--- src/rtl/pcie_csr_pkg.sv ---
// Shared types and constants for the PCIe feature-region CSR target.
package pcie_csr_pkg;

  localparam int unsigned DATA_W = 64;
  localparam int unsigned STRB_W = DATA_W / 8;
  localparam int unsigned RESP_W = 2;
  localparam int unsigned STAT_W = 32;

  // Byte offsets of the implemented registers inside the 4 KB window
  localparam int unsigned PCIE_DFH        = 'h0;
  localparam int unsigned PCIE_SCRATCHPAD = 'h8;
  localparam int unsigned PCIE_STAT       = 'h10;

  localparam logic [RESP_W-1:0] OKAY = 2'b00;

  // Device feature header layout
  typedef struct packed {
    logic [3:0]  feature_type;
    logic [18:0] rsvd;
    logic        eol;
    logic [23:0] next_offset;
    logic [3:0]  rev;
    logic [11:0] id;
  } dfh_t;

  typedef enum logic [1:0] {
    IDLE,
    WR_RESP,
    RD_RESP
  } state_e;

  typedef enum logic {
    SRV_WR,
    SRV_RD
  } served_e;

endpackage

--- src/rtl/pcie_csr_slave_if.sv ---
// AXI4-Lite CSR bus bundle between the host fabric and the feature target.
interface pcie_csr_slave_if #(
  parameter int unsigned ADDR_W = 12
);
  import pcie_csr_pkg::*;

  logic                awvalid;
  logic                awready;
  logic [ADDR_W-1:0]   awaddr;
  logic                wvalid;
  logic                wready;
  logic [DATA_W-1:0]   wdata;
  logic [STRB_W-1:0]   wstrb;
  logic                bvalid;
  logic                bready;
  logic [RESP_W-1:0]   bresp;
  logic                arvalid;
  logic                arready;
  logic [ADDR_W-1:0]   araddr;
  logic                rvalid;
  logic                rready;
  logic [DATA_W-1:0]   rdata;
  logic [RESP_W-1:0]   rresp;

  modport master (
    output awvalid, awaddr, wvalid, wdata, wstrb, bready, arvalid, araddr, rready,
    input  awready, wready, bvalid, bresp, arready, rvalid, rdata, rresp
  );

  modport slave (
    input  awvalid, awaddr, wvalid, wdata, wstrb, bready, arvalid, araddr, rready,
    output awready, wready, bvalid, bresp, arready, rvalid, rdata, rresp
  );

endinterface

--- src/rtl/pcie_csr_regfile.sv ---
// Register storage, qword decode, byte-strobe merge and sticky error tracking.
module pcie_csr_regfile
  import pcie_csr_pkg::*;
#(
  parameter int unsigned ADDR_W          = 12,
  parameter logic [11:0] FEATURE_ID      = 12'h020,
  parameter logic [3:0]  FEATURE_REV     = 4'h0,
  parameter logic [23:0] NEXT_DFH_OFFSET = 24'h1000,
  parameter logic        END_OF_LIST     = 1'b0,
  parameter logic [3:0]  FEATURE_TYPE    = 4'h3
) (
  input  logic               clk,
  input  logic               rst_n,
  input  logic               wr_en,
  input  logic [ADDR_W-4:0]  wr_qw,
  input  logic [DATA_W-1:0]  wdata,
  input  logic [STRB_W-1:0]  wstrb,
  input  logic               rd_en,
  input  logic [ADDR_W-4:0]  rd_qw,
  input  logic [STAT_W-1:0]  stat_live,
  input  logic [STAT_W-1:0]  err_event,
  output logic [DATA_W-1:0]  rdata
);

  localparam int unsigned QW_W = ADDR_W - 3;
  localparam logic [QW_W-1:0] QW_DFH     = QW_W'(PCIE_DFH >> 3);
  localparam logic [QW_W-1:0] QW_SCRATCH = QW_W'(PCIE_SCRATCHPAD >> 3);
  localparam logic [QW_W-1:0] QW_STAT    = QW_W'(PCIE_STAT >> 3);

  dfh_t              dfh;
  logic [DATA_W-1:0] scratch;
  logic [DATA_W-1:0] scratch_d;
  logic [DATA_W-1:0] byte_mask;
  logic [STAT_W-1:0] sticky;
  logic [STAT_W-1:0] sticky_d;
  logic [STAT_W-1:0] clr_mask;
  logic [DATA_W-1:0] rd_val;

  // Constant feature header assembled from parameters
  always_comb begin
    dfh              = '0;
    dfh.feature_type = FEATURE_TYPE;
    dfh.eol          = END_OF_LIST;
    dfh.next_offset  = NEXT_DFH_OFFSET;
    dfh.rev          = FEATURE_REV;
    dfh.id           = FEATURE_ID;
  end

  // Expand byte strobes into a bit mask
  always_comb begin
    byte_mask = {{8{wstrb[7]}}, {8{wstrb[6]}}, {8{wstrb[5]}}, {8{wstrb[4]}},
                 {8{wstrb[3]}}, {8{wstrb[2]}}, {8{wstrb[1]}}, {8{wstrb[0]}}};
  end

  // Scratchpad byte merge and W1C clear mask
  always_comb begin
    scratch_d = scratch;
    clr_mask  = '0;
    if (wr_en && (wr_qw == QW_SCRATCH)) begin
      scratch_d = (scratch & ~byte_mask) | (wdata & byte_mask);
    end
    if (wr_en && (wr_qw == QW_STAT)) begin
      clr_mask = wdata[DATA_W-1:STAT_W] & byte_mask[DATA_W-1:STAT_W];
    end
    // New events are applied after the clear so a coincident set wins
    sticky_d = (sticky & ~clr_mask) | err_event;
  end

  // Read mux; unmapped offsets return zero
  always_comb begin
    rd_val = '0;
    if (rd_qw == QW_DFH) begin
      rd_val = dfh;
    end else if (rd_qw == QW_SCRATCH) begin
      rd_val = scratch;
    end else if (rd_qw == QW_STAT) begin
      rd_val = {sticky, stat_live};
    end
  end

  // Register state and read-data capture at the read accept edge
  always_ff @(posedge clk or negedge rst_n) begin
    if (!rst_n) begin
      scratch <= '0;
      sticky  <= '0;
      rdata   <= '0;
    end else begin
      scratch <= scratch_d;
      sticky  <= sticky_d;
      if (rd_en) begin
        rdata <= rd_val;
      end
    end
  end

endmodule

--- src/rtl/pcie_csr_slave.sv ---
// AXI4-Lite CSR target: single-outstanding handshake FSM with fair W/R arbiter.
module pcie_csr_slave
  import pcie_csr_pkg::*;
#(
  parameter int unsigned ADDR_W          = 12,
  parameter logic [11:0] FEATURE_ID      = 12'h020,
  parameter logic [3:0]  FEATURE_REV     = 4'h0,
  parameter logic [23:0] NEXT_DFH_OFFSET = 24'h1000,
  parameter logic        END_OF_LIST     = 1'b0,
  parameter logic [3:0]  FEATURE_TYPE    = 4'h3
) (
  input  logic                clk,
  input  logic                rst_n,
  pcie_csr_slave_if.slave     bus,
  input  logic [STAT_W-1:0]   stat_live,
  input  logic [STAT_W-1:0]   err_event
);

  state_e            state;
  state_e            state_d;
  served_e           last_served;
  served_e           last_served_d;
  logic              bvalid_q;
  logic              bvalid_d;
  logic              rvalid_q;
  logic              rvalid_d;
  logic              wr_req;
  logic              rd_req;
  logic              wr_grant_c;
  logic              rd_grant_c;
  logic [DATA_W-1:0] rdata_q;
  logic              unused_addr_bits;

  assign wr_req = bus.awvalid && bus.wvalid;
  assign rd_req = bus.arvalid;

  // Next-state, arbitration and grant decode
  always_comb begin
    state_d       = state;
    last_served_d = last_served;
    bvalid_d      = bvalid_q;
    rvalid_d      = rvalid_q;
    wr_grant_c    = 1'b0;
    rd_grant_c    = 1'b0;
    case (state)
      IDLE: begin
        // Grants are held off while in reset so readies drop asynchronously
        if (rst_n) begin
          if (wr_req && (!rd_req || (last_served == SRV_RD))) begin
            wr_grant_c    = 1'b1;
            state_d       = WR_RESP;
            bvalid_d      = 1'b1;
            last_served_d = SRV_WR;
          end else if (rd_req) begin
            rd_grant_c    = 1'b1;
            state_d       = RD_RESP;
            rvalid_d      = 1'b1;
            last_served_d = SRV_RD;
          end
        end
      end
      WR_RESP: begin
        if (bus.bready) begin
          state_d  = IDLE;
          bvalid_d = 1'b0;
        end
      end
      RD_RESP: begin
        if (bus.rready) begin
          state_d  = IDLE;
          rvalid_d = 1'b0;
        end
      end
      default: begin
        state_d  = IDLE;
        bvalid_d = 1'b0;
        rvalid_d = 1'b0;
      end
    endcase
  end

  // FSM state, arbiter history and response valids
  always_ff @(posedge clk or negedge rst_n) begin
    if (!rst_n) begin
      state       <= IDLE;
      last_served <= SRV_RD;
      bvalid_q    <= 1'b0;
      rvalid_q    <= 1'b0;
    end else begin
      state       <= state_d;
      last_served <= last_served_d;
      bvalid_q    <= bvalid_d;
      rvalid_q    <= rvalid_d;
    end
  end

  pcie_csr_regfile #(
    .ADDR_W          (ADDR_W),
    .FEATURE_ID      (FEATURE_ID),
    .FEATURE_REV     (FEATURE_REV),
    .NEXT_DFH_OFFSET (NEXT_DFH_OFFSET),
    .END_OF_LIST     (END_OF_LIST),
    .FEATURE_TYPE    (FEATURE_TYPE)
  ) u_regfile (
    .clk       (clk),
    .rst_n     (rst_n),
    .wr_en     (wr_grant_c),
    .wr_qw     (bus.awaddr[ADDR_W-1:3]),
    .wdata     (bus.wdata),
    .wstrb     (bus.wstrb),
    .rd_en     (rd_grant_c),
    .rd_qw     (bus.araddr[ADDR_W-1:3]),
    .stat_live (stat_live),
    .err_event (err_event),
    .rdata     (rdata_q)
  );

  // Sub-qword address bits carry no meaning for 64-bit registers
  assign unused_addr_bits = ^{bus.awaddr[2:0], bus.araddr[2:0]};

  assign bus.awready = wr_grant_c;
  assign bus.wready  = wr_grant_c;
  assign bus.arready = rd_grant_c;
  assign bus.bvalid  = bvalid_q;
  assign bus.rvalid  = rvalid_q;
  assign bus.rdata   = rdata_q;
  assign bus.bresp   = OKAY;
  assign bus.rresp   = OKAY;

endmodule
--- src/flat_wrapper.sv ---
// flat-port wrapper written by rule: the top's interface ports become plain ports
module pcie_csr_slave_flat import pcie_csr_pkg::*;
#(
  parameter int unsigned ADDR_W          = 12,
  parameter logic [11:0] FEATURE_ID      = 12'h020,
  parameter logic [3:0]  FEATURE_REV     = 4'h0,
  parameter logic [23:0] NEXT_DFH_OFFSET = 24'h1000,
  parameter logic        END_OF_LIST     = 1'b0,
  parameter logic [3:0]  FEATURE_TYPE    = 4'h3
)
  (clk, rst_n, stat_live, err_event, bus_awvalid, bus_awaddr, bus_wvalid, bus_wdata, bus_wstrb, bus_bready, bus_arvalid, bus_araddr, bus_rready, bus_awready, bus_wready, bus_bvalid, bus_bresp, bus_arready, bus_rvalid, bus_rdata, bus_rresp);
  pcie_csr_slave_if #(.ADDR_W(ADDR_W)) bus_i ();
  input  logic clk;
  input  logic rst_n;
  input  logic [STAT_W-1:0] stat_live;
  input  logic [STAT_W-1:0] err_event;
  input wire logic [$bits(bus_i.awvalid)-1:0] bus_awvalid;
  input wire logic [$bits(bus_i.awaddr)-1:0] bus_awaddr;
  input wire logic [$bits(bus_i.wvalid)-1:0] bus_wvalid;
  input wire logic [$bits(bus_i.wdata)-1:0] bus_wdata;
  input wire logic [$bits(bus_i.wstrb)-1:0] bus_wstrb;
  input wire logic [$bits(bus_i.bready)-1:0] bus_bready;
  input wire logic [$bits(bus_i.arvalid)-1:0] bus_arvalid;
  input wire logic [$bits(bus_i.araddr)-1:0] bus_araddr;
  input wire logic [$bits(bus_i.rready)-1:0] bus_rready;
  output wire logic [$bits(bus_i.awready)-1:0] bus_awready;
  output wire logic [$bits(bus_i.wready)-1:0] bus_wready;
  output wire logic [$bits(bus_i.bvalid)-1:0] bus_bvalid;
  output wire logic [$bits(bus_i.bresp)-1:0] bus_bresp;
  output wire logic [$bits(bus_i.arready)-1:0] bus_arready;
  output wire logic [$bits(bus_i.rvalid)-1:0] bus_rvalid;
  output wire logic [$bits(bus_i.rdata)-1:0] bus_rdata;
  output wire logic [$bits(bus_i.rresp)-1:0] bus_rresp;
  assign bus_i.awvalid = bus_awvalid;
  assign bus_i.awaddr = bus_awaddr;
  assign bus_i.wvalid = bus_wvalid;
  assign bus_i.wdata = bus_wdata;
  assign bus_i.wstrb = bus_wstrb;
  assign bus_i.bready = bus_bready;
  assign bus_i.arvalid = bus_arvalid;
  assign bus_i.araddr = bus_araddr;
  assign bus_i.rready = bus_rready;
  assign bus_awready = bus_i.awready;
  assign bus_wready = bus_i.wready;
  assign bus_bvalid = bus_i.bvalid;
  assign bus_bresp = bus_i.bresp;
  assign bus_arready = bus_i.arready;
  assign bus_rvalid = bus_i.rvalid;
  assign bus_rdata = bus_i.rdata;
  assign bus_rresp = bus_i.rresp;
  pcie_csr_slave #(.ADDR_W(ADDR_W), .FEATURE_ID(FEATURE_ID), .FEATURE_REV(FEATURE_REV), .NEXT_DFH_OFFSET(NEXT_DFH_OFFSET), .END_OF_LIST(END_OF_LIST), .FEATURE_TYPE(FEATURE_TYPE)) u_core (.clk(clk), .rst_n(rst_n), .bus(bus_i), .stat_live(stat_live), .err_event(err_event));
endmodule
--- config.mk ---
export PLATFORM = sky130hd
export DESIGN_NAME = pcie_csr_slave_flat
export DESIGN_NICKNAME = d
export VERILOG_FILES = /design/src/rtl/pcie_csr_pkg.sv /design/src/rtl/pcie_csr_slave_if.sv /design/src/rtl/pcie_csr_regfile.sv /design/src/rtl/pcie_csr_slave.sv /design/src/flat_wrapper.sv
export SDC_FILE = /design/constraint.sdc
export NUM_CORES = 1
export LEC_CHECK = 0
export ABC_AREA = 1
export CAP_MARGIN = 40
export CORE_ASPECT_RATIO = 1.1
export CORE_MARGIN = 2
export CORE_UTILIZATION = 30
export CTS_CLUSTER_SIZE = 20
export DETAILED_ROUTE_END_ITERATION = 8
export PLACE_DENSITY_LB_ADDON = 0.1
export SETUP_SLACK_MARGIN = 0.15
export SLEW_MARGIN = 25
export SYNTH_ARGS = -nofsm -noshare
export SYNTH_HDL_FRONTEND = slang
export SYNTH_SLANG_ARGS = --single-unit
--- constraint.sdc ---
create_clock -name clk -period 2.5 [get_ports clk]
set_input_delay 0.75 -clock clk [delete_from_list [all_inputs] [get_ports clk]]
set_output_delay 0.75 -clock clk [all_outputs]
set_load 0.05 [all_outputs]
* Word level (Yosys, flattened, before mapping)
Cells that the tools add are included.
Word-level totals: register bits after elaboration 165, bits in latches 0, RAM bits 0, ROM bits 0, input port bits 167, output and inout port bits 73, logic and storage cells 70, memories kept 0
Operators by class: add/sub/neg operators 0, $mul 0, div/mod/pow operators 0, magnitude comparators 0, equality and inequality tests 13, shifts and indexed selects 0, multiplexer cells 27, bitwise gates (word level) 10, reduce and logical (&&, ||, !) cells 13
Operator list (count):
- two-way mux 64 bit | 3
- bitwise AND 64 bit | 2
- bitwise AND 32 bit | 2
- inverter 64 bit | 1
- OR 64 bit | 1
- two-way mux 32 bit | 1
- inverter 32 bit | 1
- OR 32 bit | 1
- equality test 9 x 1 -> 1 bit, second input constant | 2
- equality test 9 x 2 -> 1 bit, second input constant | 2
- two-way mux 1 bit | 15
- two-way mux 2 bit | 5
- != test 2 bit, second input constant | 5
- zero test 9 bit | 1
- AND reduction 4 bit | 2
- case mux 1 bit (3 select lines) | 2
- case mux 2 bit (3 select lines) | 1
- AND reduction 5 bit | 1
- logical AND 1 bit | 4
- != test 3 x 2 -> 1 bit, second input constant | 1
- AND reduction 3 bit | 1
- equality test 2 x 1 -> 1 bit, second input constant | 1
- equality test 2 bit, second input constant | 1
- zero test 2 bit | 1
- other kinds (5) | 6

* Longest topological paths before layout
depth after elaboration 11, gate-level depth with buffers 8, depth with buffers taken out 7

* Hierarchy
A second synthesis with hierarchy kept.
Unflattened totals: cells, all modules 1007, area, all modules 7756.2 sq um
By module, submodules not included:
- pcie_csr_regfile | times used 1, cells an instance 956, area each 7394.6 sq um
- pcie_csr_slave | times used 1, cells an instance 51, area each 361.6 sq um

* Worst setup path after synthesis
Ideal clock, no wire load.
path kind in2out, start point input port bus_awvalid, end point output port bus_wready, arrival 2056 ps, data required time 1750 ps, slack -306 ps, cell stages on the path 7, path through nand2_1 a21oi_1 inv_1 nor2_2 buf_2 buf_2 buf_4
On the way: cells in the longest elaborated chain, start to end 5
RTL lines:
- from (decl) | RTL line flat_wrapper.sv:17 | input wire logic [$bits(bus_i.awvalid)-1:0] bus_awvalid;
- logical AND 1 bit | RTL line pcie_csr_slave.sv:34 | assign wr_req = bus.awvalid && bus.wvalid;
- logical AND 1 bit | RTL line pcie_csr_slave.sv:49 | if (wr_req && (!rd_req || (last_served == SRV_RD))) begin
- two-way mux 1 bit | RTL line pcie_csr_slave.sv:49
- two-way mux 1 bit | RTL line pcie_csr_slave.sv:48 | if (rst_n) begin
- two-way mux 1 bit | RTL line pcie_csr_slave.sv:45 | case (state)
- to (decl) | RTL line flat_wrapper.sv:27 | output wire logic [$bits(bus_i.wready)-1:0] bus_wready;
Every way passes these cells.

* Worst setup path in the final report
start point input port bus_arvalid, end point output port bus_awready
On the way: cells in the longest elaborated chain, start to end 6
RTL lines:
- from (decl) | RTL line flat_wrapper.sv:23 | input wire logic [$bits(bus_i.arvalid)-1:0] bus_arvalid;
- zero test 1 bit | RTL line pcie_csr_slave.sv:49
- logical OR 1 bit | RTL line pcie_csr_slave.sv:49
- logical AND 1 bit | RTL line pcie_csr_slave.sv:49
- two-way mux 1 bit | RTL line pcie_csr_slave.sv:49
- two-way mux 1 bit | RTL line pcie_csr_slave.sv:48
- two-way mux 1 bit | RTL line pcie_csr_slave.sv:45
- to (decl) | RTL line flat_wrapper.sv:26 | output wire logic [$bits(bus_i.awready)-1:0] bus_awready;
Every way passes these cells.

==> summary.txt <==
Complex-gate fraction of the synthesized area -> 0.612%
Via density -> 4.68
Die W -> 159 um
Worst-skew pair later-pin latency -> 430 ps
Main combinational cell family by area after synthesis -> simple AND/OR/NAND/NOR gates
IO buf count -> 229
Worst-margin pin slew -> 609 ps
Total wire length -> 26.1 mm
Cell Area, Synth -> 7970 um2
# H-tree levels -> 4
Most instantiated library cell after synthesis -> nand2_1
Post-route minimum period -> 2380 ps
Synth warnings -> 0
Detail Placement HPWL -> 17.3 mm
Most used cell, CP -> buf_12
Final worst slack -> 123 ps
I/O Pins -> 240
M1 GR Usage -> 25.6%
Status -> finished clean
Placed cell area -> 11,000 um2
Met3 Usage GRT -> 3.75%
Synth area leader -> dfrtp_1
Final Hold Viols -> 0
Synth async-reset ratio -> 100%
Critical path's largest stage delay -> 220 ps
Most used DFF post-synth -> dfrtp_1
# setup viols final -> 0
First-pass GRT wire length -> 41.6 mm
Largest net degree at the start of global routing -> 104
Yosys reg bits -> 165
Top Usage Layer GRT -> met2
CTS Buf Count -> 17
CTS tree -> built
Worst r2r src -> u_core.last_served$_DFFE_PN1P_
Mux contribution to synthesized area -> 0%
Critical path type -> in -> out
Full die area -> 27,900 um2
Cell Rows -> 62
Crit-path cells -> clkdlybuf4s15_1 -> a21oi_4 -> inv_2 -> nor2_4 -> buf_12 -> buf_12
Starting density of the core -> 30.5%
Worst path required time -> 1750 ps
Total grt overflow -> 0
Slew margin rel. -> 59.4%
Reg2reg setup slack -> 500 ps
Register area share after synthesis -> 51.8%
RSZ-0062 raised after global routing -> yes
First-pass DRT Iterations -> 4
Synth Area in Adders -> 0%
Max Slew Vio Count -> 0
Fmax -> 421 MHz
Number of synthesized flops with an enable pin -> 0
Top post-synthesis cells by area -> dfrtp_1 (52%), nand2_1 (23%), nand3_1 (9.0%)
Avg Cell Area, Syn -> 7.65 um2
Nets -> 1,436
Slowest-stage cell, CP -> clkdlybuf4s15_1
DR WL/cell -> 15.9 um
Post-route design area -> 11,700 um2
XOR/XNOR Fraction of Synth Area -> 0%
Synth cell types -> 21
CTS root buf -> clkbuf_16
Post-place setup slack -> -258 ps
Worst hold path type -> in -> async
Cells after Synth -> 1,042
Post-synth top cells -> nand2_1 (487), dfrtp_1 (164), nand3_1 (143)
Area growth from synthesis to layout -> 46.3%
Die Height -> 175 um
Initial antenna violation count -> 2
Overall routing resource usage -> 18.8%
Yosys top cell area share -> 51.5%
Pwr dens -> 544 nW/um2
DR DRC count -> 0
Crit-path max FO -> 3
First-iteration detailed-routing DRC count -> 485
Crit path launch type -> input port
Worst Skew -> 15.0 ps
Synth Area in Simple Gates -> 41.1%
Final period util -> 95.1%
Vias in the first global route -> 7,597
Core Area -> 26,100 um2
Maxcap violations -> 0
Arr. time, crit path -> 1630 ps
Hold-fix buffer count after cts -> 0
CP Capture Type -> primary output
Via Count -> 7,655
Leakage power -> 0.00636 uW
Clock sink count -> 165
Met2 usage in global routing -> 31.3%
GPL Wtd Cong -> 0.743
VDD IR max -> 0.327 mV
Worst-path clk slew -> 70 ps
Worst R2R Path Depth -> 9
Clock buffer depth -> 2
Proportion of layout cells with a drive suffix above 1 -> 7.88%
Antenna Violating Nets Remaining -> 0
[through the flow]
stage	power, uW	std cells	setup TNS, ps	hold slack, ps	utilization [%]
global placement	3560	1597	-13010	455	42.0
CTS	6410	1632	0	275	44.3
finish	6340	1636	0	291	44.6
global route	6580	1634	0	292	44.6
detailed placement	3560	1598	-12440	459	42.1
floorplan	3050	1045	0	442	-
[layer usage]
layer  vias up  wire length [um]
met5         -                 0
met4         0               222
met3        18              1130
met2       184             12200
met1      3625             12500
li1       3828                 -
[cells in the final DEF (no fill, tap or decap)]
cell and count:
bufinv_16 3, clkbuf_1 1, inv_8 1, nor2_1 11, a21oi_4 1, clkbuf_16 17, o21ai_0 3, buf_16 1
buf_12 18, dlymetal6s2s_1 14, inv_2 5, nor2_4 5, dfrtp_1 164, nand2_1 486, dlygate4sd2_1 53, nor3_4 1
clkinv_4 1, a21oi_1 3, nand2_2 1, buf_4 35, buf_6 2, a31oi_1 1, inv_6 3, clkdlybuf4s50_1 156
inv_1 40, clkbuf_8 2, conb_1 4, dfstp_2 1, o21a_1 1, diode_2 2, clkinvlp_4 4, clkdlybuf4s15_1 2
nand4_1 65, nand3b_1 34, nand3_1 143
[what timing repair did]
item | CTS | global route
endpoints found under the hold margin | 0 | 0
endpoints found under the setup margin | 55 | 17
resized for setup | 56 | 20
setup buffers | 2 | 2
pin swaps | 3 | 2
[cell type report]
type / instances / area [um2]
Clock inverter: 12 / 166
Inverter: 45 / 169
Antenna cell: 2 / 5.00
Sequential cell: 165 / 4130
Multi-Input combinational cell: 759 / 3400
Tap cell: 352 / 440
Clock buffer: 20 / 457
Fill cell: 2667 / 14500
Timing Repair Buffer: 281 / 2890
[where the power goes]
part	switching [uW]	internal, uW	total [uW]
registers	14.4	2700	2710
clock network	1190	1650	2840
logic	424	367	791
[kinds of logic after synthesis]
family / count (synthesis)
AO/OA/AOI/OAI: 9
buffers and inverters: 121
flip-flops: 165
other: 1
AND/OR/NAND/NOR: 746
[worst max path at each step]
stage             endpoint                            from  cells after the start
3_5_place_dp          flop                      bus_wvalid                     10
4_1_cts        bus_awready  u_core.last_served$_DFFE_PN1P_                      6
3_3_place_gp          flop                     bus_awvalid                     10
2_1_floorplan   bus_wready                     bus_awvalid                      7
5_1_grt        bus_awready                     bus_arvalid                      6
6_report       bus_awready                     bus_arvalid                      6
[critical path, delay by kind of cell]
kind | cells | cell delay (ps)
AND/OR/NAND/NOR | 1 | 130
AO/OA/AOI/OAI | 1 | 180
buffers and inverters | 4 | 550
No activity file was read; power rests on OpenSTA's default activity.
==> edit (config.mk and constraints unchanged) <==
`END_OF_LIST` is set to 1'b0 in 3 places; all go to 1'b1.
--- a/src/rtl/pcie_csr_regfile.sv
+++ b/src/rtl/pcie_csr_regfile.sv
@@ -6,7 +6,7 @@
   parameter logic [11:0] FEATURE_ID      = 12'h020,
   parameter logic [3:0]  FEATURE_REV     = 4'h0,
   parameter logic [23:0] NEXT_DFH_OFFSET = 24'h1000,
-  parameter logic        END_OF_LIST     = 1'b0,
+  parameter logic        END_OF_LIST     = 1'b1,
   parameter logic [3:0]  FEATURE_TYPE    = 4'h3
 ) (
   input  logic               clk,
--- a/src/rtl/pcie_csr_slave.sv
+++ b/src/rtl/pcie_csr_slave.sv
@@ -6,7 +6,7 @@
   parameter logic [11:0] FEATURE_ID      = 12'h020,
   parameter logic [3:0]  FEATURE_REV     = 4'h0,
   parameter logic [23:0] NEXT_DFH_OFFSET = 24'h1000,
-  parameter logic        END_OF_LIST     = 1'b0,
+  parameter logic        END_OF_LIST     = 1'b1,
   parameter logic [3:0]  FEATURE_TYPE    = 4'h3
 ) (
   input  logic                clk,
--- a/src/flat_wrapper.sv
+++ b/src/flat_wrapper.sv
@@ -5,7 +5,7 @@
   parameter logic [11:0] FEATURE_ID      = 12'h020,
   parameter logic [3:0]  FEATURE_REV     = 4'h0,
   parameter logic [23:0] NEXT_DFH_OFFSET = 24'h1000,
-  parameter logic        END_OF_LIST     = 1'b0,
+  parameter logic        END_OF_LIST     = 1'b1,
   parameter logic [3:0]  FEATURE_TYPE    = 4'h3
 )
   (clk, rst_n, stat_live, err_event, bus_awvalid, bus_awaddr, bus_wvalid, bus_wdata, bus_wstrb, bus_bready, bus_arvalid, bus_araddr, bus_rready, bus_awready, bus_wready, bus_bvalid, bus_bresp, bus_arready, bus_rvalid, bus_rdata, bus_rresp);
Check against the original RTL: not equivalent (a bounded check fails within 4 cycles, from zero or initial values and one cycle with rst_n low).
==> edit against the unedited design <==
  * Final area shrank 0.46%
  * Sequential power is essentially flat
  * Area after synthesis is essentially flat
  * Final cell count grew 0.43%
  * Register-to-register slack lost 0.11 ns
  * Total power shrank 3.8%
  * Wire length shrank 0.28%
  * Critical path type is now flip-flop to primary output
  * Sequential cell count is the same
  * Combinational power shrank 0.5%
  * Largest power group is now sequential cells
  * First-iteration DRC count shrank 13%
  * Worst setup slack gained 0.050 ns
==> edit: results (changes against the unedited design) <==
| Parameter | Reported | Unit | vs unedited |
|---|---|---|---|
| Post-CTS setup-driven buffer insertion count | 1 | - | -1 |
| Maximum resistive drop on vdd | 0.361 | mV | +10% |
| Flop pwr share | 0.444 | - | +0.016 |
| Antenna diode count | 0 | - | -2 |
| Slowest stage delay, CP | 0.53 | ns | +0.31 ns |
| Weighted congestion reported at the end of routability-driven placement | 0.738 | - | -0.75% |
| First-pass iteration count of the detailed router | 5 | - | +1 |
| Fraction of final layout cells sized beyond drive strength 1 | 0.0875 | - | +0.00875 |
| Uppermost layer routed | met5 | - |  |
| Post-Route Skew | 0.0177 | ns | +0.00268 ns |
| Sw Share | 0.276 | - | +0.0194 |
| Gr usage total | 0.192 | - | +0.00381 |
| Average via count per standard cell | 4.65 | - | -0.69% |
| Library cells used by synthesis | 20 | - | -4.8% |
| Leakage power figure | 6.28 | nW | -1.3% |
| Final Routed Wirelength | 26000 | um | -0.28% |
| FILL cells | 2780 | - | +4.2% |
| Number of global-route vias before repair | 7771 | - | +2.3% |
| First-pass GRT wire length | 42400 | um | +1.8% |
| Placed Cells incl. Taps | 1608 | - | +0.63% |
| Outcome | completed | - |  |
| Routed vias | 7635 | - | -0.26% |
| Commonest cells post-synth | nand2_1, dfrtp_1, nand3_1 | - |  |
| Maximum number of pins on one net before global-route repair | 105 | - | +0.96% |
| # resized after CTS | 65 | - | +16% |
| Synthesized area per cell | 7.65 | um^2 | about the same |
==> edit: path summary, 6_finish.rpt <==
kind / from / to / slack, ns / depth (start not counted)
worst max-delay path: u_core.last_served / bus_wready / 0.17 / 6
max in group asynchronous: rst_n / asynchronous set/reset pin / 1.61 / 2
worst min register to register: flip-flop / flip-flop / 0.47 / 2
worst min-delay path: rst_n / u_core.state[0] / 0.31 / 2
min in group clk: flip-flop / flip-flop / 0.47 / 2
worst max register to register: u_core.last_served / flip-flop / 0.39 / 10
==> edit: cell families after synthesis <==
kind of cell	synth area share
flops	0.518
other cells	0.000471
compound gates	0.00612
buf+inv	0.0637
simple gates	0.411
==> edit: cell type report <==
class                           instances  area, um^2  share of cell area
Clock buffer                           18         439              0.0378
Timing Repair Buffer                  290        2900               0.250
Sequential cell                       165        4130               0.356
Inverter                               45         169              0.0146
Tap cell                              352         440              0.0380
Clock inverter                         14         130              0.0112
Multi-Input combinational cell        759        3400               0.293
